==> src/rtl/key_step_scheduler.sv <==
// key_step_scheduler
//
// Turns the held-arrow-key vector from keyboard_controller into a paced stream
// of single-square move requests. A new press yields one step right away. Held
// keys then auto-repeat after DELAY_CYCLES, and every REPEAT_CYCLES after that.
// Several held directions share one valid/ready channel round-robin.
//
// Ports
//   clk_50      in   system clock (the only clock)
//   rst         in   asynchronous, active-high reset
//   keys[3:0]   in   held keys: bit0 up, bit1 down, bit2 right, bit3 left
//   enable      in   game running; low clears pending work and ignores presses
//   step_valid  out  a step request is being presented
//   step_dir    out  direction of the presented step (same index as keys)
//   step_ready  in   consumer accepts the presented step
//   repeating   out  high while the timer is in its auto-repeat phase
//
// Every output comes straight from a register, so no input reaches an output
// combinationally.

module key_step_scheduler #(
    parameter int DELAY_CYCLES  = 12_500_000,
    parameter int REPEAT_CYCLES = 2_500_000,
    parameter int CNT_W         = 24
) (
    input  logic       clk_50,
    input  logic       rst,
    input  logic [3:0] keys,
    input  logic       enable,
    output logic       step_valid,
    output logic [1:0] step_dir,
    input  logic       step_ready,
    output logic       repeating
);

    typedef enum logic [1:0] {
        IDLE,
        DELAY,
        REPEAT
    } state_t;

    localparam logic [CNT_W-1:0] DELAY_LOAD  = CNT_W'(DELAY_CYCLES - 1);
    localparam logic [CNT_W-1:0] REPEAT_LOAD = CNT_W'(REPEAT_CYCLES - 1);

    state_t           state;
    state_t           state_next;
    logic [CNT_W-1:0] timer;
    logic [CNT_W-1:0] timer_next;
    logic [3:0]       keys_q;
    logic [3:0]       pend;
    logic [3:0]       press;
    logic [3:0]       set_mask;
    logic [3:0]       clr_mask;
    logic [1:0]       ptr;
    logic [1:0]       grant_dir;
    logic             expire;
    logic             accept;

    // Press edges are only meaningful while the game runs. keys_q keeps
    // tracking while disabled, so keys held across enable rising do not
    // count as new presses.
    assign press  = enable ? (keys & ~keys_q) : 4'b0000;
    assign accept = step_valid & step_ready;

    assign repeating = (state == REPEAT);

    // Timer state register.
    always_ff @(posedge clk_50 or posedge rst) begin
        if (rst) begin
            state <= IDLE;
            timer <= '0;
        end else begin
            state <= state_next;
            timer <= timer_next;
        end
    end

    // Next-state logic. Releasing every key wins over expiry. A fresh press
    // restarts the initial delay, but an expiry that lands on the same cycle
    // still re-arms the held keys.
    always_comb begin
        state_next = state;
        timer_next = timer;
        expire     = 1'b0;
        if (!enable || (keys == 4'b0000)) begin
            state_next = IDLE;
            timer_next = '0;
        end else begin
            if ((state != IDLE) && (timer == '0)) begin
                expire = 1'b1;
            end
            if (press != 4'b0000) begin
                state_next = DELAY;
                timer_next = DELAY_LOAD;
            end else if (state != IDLE) begin
                if (timer == '0) begin
                    state_next = REPEAT;
                    timer_next = REPEAT_LOAD;
                end else begin
                    timer_next = timer - 1'b1;
                end
            end
        end
    end

    // Requests raised this cycle and the one retired by an accept. When both
    // hit the same bit, the set is applied last and wins.
    always_comb begin
        set_mask = press | (expire ? keys : 4'b0000);
        clr_mask = accept ? (4'b0001 << step_dir) : 4'b0000;
    end

    // Round-robin pick: the first pending direction found when scanning
    // from ptr upward, wrapping 3 -> 0.
    always_comb begin
        logic       found;
        logic [1:0] idx;
        found     = 1'b0;
        idx       = ptr;
        grant_dir = ptr;
        for (int i = 0; i < 4; i++) begin
            idx = ptr + 2'(i);
            if (!found && pend[idx]) begin
                grant_dir = idx;
                found     = 1'b1;
            end
        end
    end

    // Pending bits and the step channel. A grant is registered only while
    // the channel is empty, so step_dir cannot change under a stalled
    // request. The pointer moves past whatever was just accepted.
    always_ff @(posedge clk_50 or posedge rst) begin
        if (rst) begin
            keys_q     <= 4'b0000;
            pend       <= 4'b0000;
            ptr        <= 2'd0;
            step_valid <= 1'b0;
            step_dir   <= 2'd0;
        end else begin
            keys_q <= keys;
            if (!enable) begin
                pend       <= 4'b0000;
                step_valid <= 1'b0;
            end else begin
                pend <= (pend & ~clr_mask) | set_mask;
                if (accept) begin
                    step_valid <= 1'b0;
                    ptr        <= step_dir + 2'd1;
                end else if (!step_valid && (pend != 4'b0000)) begin
                    step_valid <= 1'b1;
                    step_dir   <= grant_dir;
                end
            end
        end
    end

endmodule

==> config.mk <==
export PLATFORM = sky130hd
export DESIGN_NAME = key_step_scheduler
export DESIGN_NICKNAME = d
export VERILOG_FILES = /design/src/rtl/key_step_scheduler.sv
export SDC_FILE = /design/constraint.sdc
export NUM_CORES = 1
export LEC_CHECK = 0
export CORE_MARGIN = 1.5
export CORE_UTILIZATION = 68
export DETAILED_ROUTE_END_ITERATION = 7
export DONT_BUFFER_PORTS = 1
export HOLD_SLACK_MARGIN = 0.06
export PLACE_DENSITY = 0.84
export SLEW_MARGIN = 30
export SYNTH_ARGS = -nofsm -noshare
export SYNTH_HDL_FRONTEND = slang
export SYNTH_SLANG_ARGS = --single-unit
==> constraint.sdc <==
create_clock -name clk_50 -period 4.6 [get_ports clk_50]
set_clock_uncertainty 0.2 [all_clocks]
set_input_delay 1.15 -clock clk_50 [delete_from_list [all_inputs] [get_ports clk_50]]
set_output_delay 1.15 -clock clk_50 [all_outputs]
set_load 0.1 [all_outputs]
==> results.txt <==
Critical Path Source Type - register
Wire length per cell - 16.9 um
Clock Latency Late Sink - 350 ps
DRT iter0 DRCs - 206
Share of the synthesized area in the top cell type - 42.0%
Final setup vio count - 0
GR Util All Layers - 30.3%
Top delay family on crit path - simple AND/OR/NAND/NOR gates
Vias in the first global route - 1763
Largest net degree at the start of global routing - 30
Net Sw Power - 403 uW
RSZ-0062 raised after global routing - no
CTS buffer count - 5
Io pins - 12
Critical path peak fanout - 6
Fin nets - 263
CP max stage delay - 560 ps
Max cap viols - 0
Top cells by area, synth - dfrtp_1 42%, nor2_1 4.2%, ha_1 3.2%
Mean Syn Cell Area - 9.41 um2
Final wirelength - 5.00 mm
Hold Crit Class - register to register
Cell count after synthesis - 247
Peak Freq - 344 MHz
Leakage - 0.00101 uW
Clk pin slew, worst setup/hold paths - 110 ps
Worst-Margin Slew - 1020 ps
Layout Utilization - 73.7%
Max Slew Vio Count - 0
Sequential Power Share - 53.3%
Status - complete, no violations
Internal power - 584 uW
Relative slew slack - 32.3%
Core box area - 3310 um2
Async set-or-reset flop fraction in the synthesized netlist - 100%
Sw frac - 40.8%
Comb power frac - 26.3%
Routability cong. - 0.861
Setup Crit Path Kind - register to register
Syn nets - 261
CTS sink cnt - 39
Grt ovf - 0
Final ANT Viol Nets - 0
Cell row count - 21
Critical-path top delay cell - nor3b_1
Sequential fraction of the synthesis area - 42.0%
Setup TNS - 0 ps
VDD IR-drop max - 0.000303 V
# Post-CTS Setup Buffers - 0
Post-synth top flop - dfrtp_1
H-tree level count - 2
Initial Util - 70.2%
Req. time, crit path - 4660 ps
Pwr dens - 405 nW/um2
Diode count - 0
Via density - 6.51
Area grow syn2layout - 5.01%
Clk pwr share - 20.3%
Chip Height - 61.5 um
Clock root cell - clkbuf_4
Total buffers and inverters traversed by the critical path - 1
Number of I/O port buffers - 0
First-pass GRT wire length - 8.26 mm
Synth top cells by count - 39 x dfrtp_1, 26 x nor2_1, 17 x inv_1
Drt pass-1 iters - 4
Worst Path Arrival - 2970 ps
Full die area - 3780 um2
Dpl hpwl - 3.56 mm
Final hold violations - 0
Share of cells above drive strength 1 - 13.2%
Period minus WS final - 2910 ps
DR vias - 1928
FF+latch count, synth - 39
Yosys cell types - 61
Post-CTS sizing - 0
DRC Markers - 0
Cts hold-fix bufs - 0
Die width - 61.5 um
Post-Syn Area - 2320 um2
Clock buffer depth - 2
Synth warn - 0
Critical Path Sink Type - register
Top-count cell post-synth - dfrtp_1
CTS tree - built
Initial antenna violation count - 0
Cell accounting for the most synthesized area - dfrtp_1
CP cell instances - inv_1 > ha_1 > nor3b_1 > nand4_1 > a31oi_1 > or4b_1 > a21oi_1
Crit share post-route - 63.2%
Number of enable flip-flop cells after synthesis - 0
[power groups by stage]
stage / combinational, uW / sequential [uW] / clock [uW]
floorplan: 217 / 512 / 0
global placement: 249 / 528 / 0
detailed placement: 258 / 531 / 0
CTS: 259 / 524 / 203
global route: 296 / 534 / 217
finish: 260 / 526 / 201
[stage by stage]
stage          total power [uW]  hold slack (ps)  std cells  instance area, um2  setup WS [ps]
2_1_floorplan               729              272        247                2320           1510
3_3_place_gp                777              308        288                2360           1550
3_5_place_dp                789              314        288                2370           1510
4_1_cts                     987              339        296                2440           1740
5_1_grt                    1050              375        296                2440           1460
6_report                    987              329        296                2440           1690
[flip-flops by register name, indices dropped and copies added (netlist names)]
signal,flops
pend,4
keys_q,4
timer,24
step_valid,1
step_dir,2
ptr,2
state,2
[logic make-up (layout without fill, tap and decap cells)]
family / count (synthesis) / count (layout) / synth area share (%)
AND/OR/NAND/NOR: 96 / 96 / 23.4
XOR/XNOR: 5 / 5 / 1.88
flip-flops: 39 / 39 / 42.0
buffers and inverters: 25 / 28 / 4.85
adder cells (fa/ha/maj): 6 / 6 / 3.23
multiplexers: 1 / 1 / 0.485
AO/OA/AOI/OAI: 75 / 75 / 24.2
[layout make-up]
class | instances | area [um2]
Multi-Input combinational cell | 183 | 1250
Sequential cell | 39 | 977
Fill cell | 258 | 871
Clock buffer | 8 | 68.8
Inverter | 17 | 63.8
Tap cell | 46 | 57.6
Timing Repair Buffer | 3 | 22.5
[worst min-delay path: stages, from the launching register on]
cell and delay (ps):
dfrtp_1 380, nand2_1 50, o21ai_0 70
[final timing paths]
check                          from         to  slack [ps]  cells past startpoint
setup / recovery           timer[0]  timer[22]        1690                      7
hold / removal               ptr[0]     ptr[0]         330                      2
setup reg to reg           timer[0]  timer[22]        1690                      7
hold reg to reg              ptr[0]     ptr[0]         330                      2
max in group asynchronous       rst  timer[15]        3080                      2
min in group asynchronous       rst   timer[1]         530                      1
[placed cells by master (no fill, tap or decap), types with 3 or more instances in the layout]
cell type,synthesis,routed
nor2_1,26,26
a31oi_1,4,4
a41o_1,5,5
nor2b_1,6,5
xnor2_1,4,4
dfrtp_1,39,38
nand3_1,7,7
a21oi_1,12,12
buf_4,0,3
clkbuf_4,0,5
o21ai_0,8,8
a32o_1,4,4
a21boi_1,4,4
nor4_1,5,5
nor4_2,3,3
o21ai_1,12,12
inv_1,17,16
nand2_1,16,16
ha_1,6,6
o31ai_1,4,4
nor3_1,9,9
or2_2,3,3
[layer usage]
metal  global-route usage, %  share of wire, %  vias to the layer above
met4                    10.0               1.4                        0
met1                    41.7                47                      939
met3                    7.14               5.0                        5
li1                        -                 -                      926
met5                       0                 0                        -
met2                    47.4                46                       58
Power figures use the tool's default switching activity.
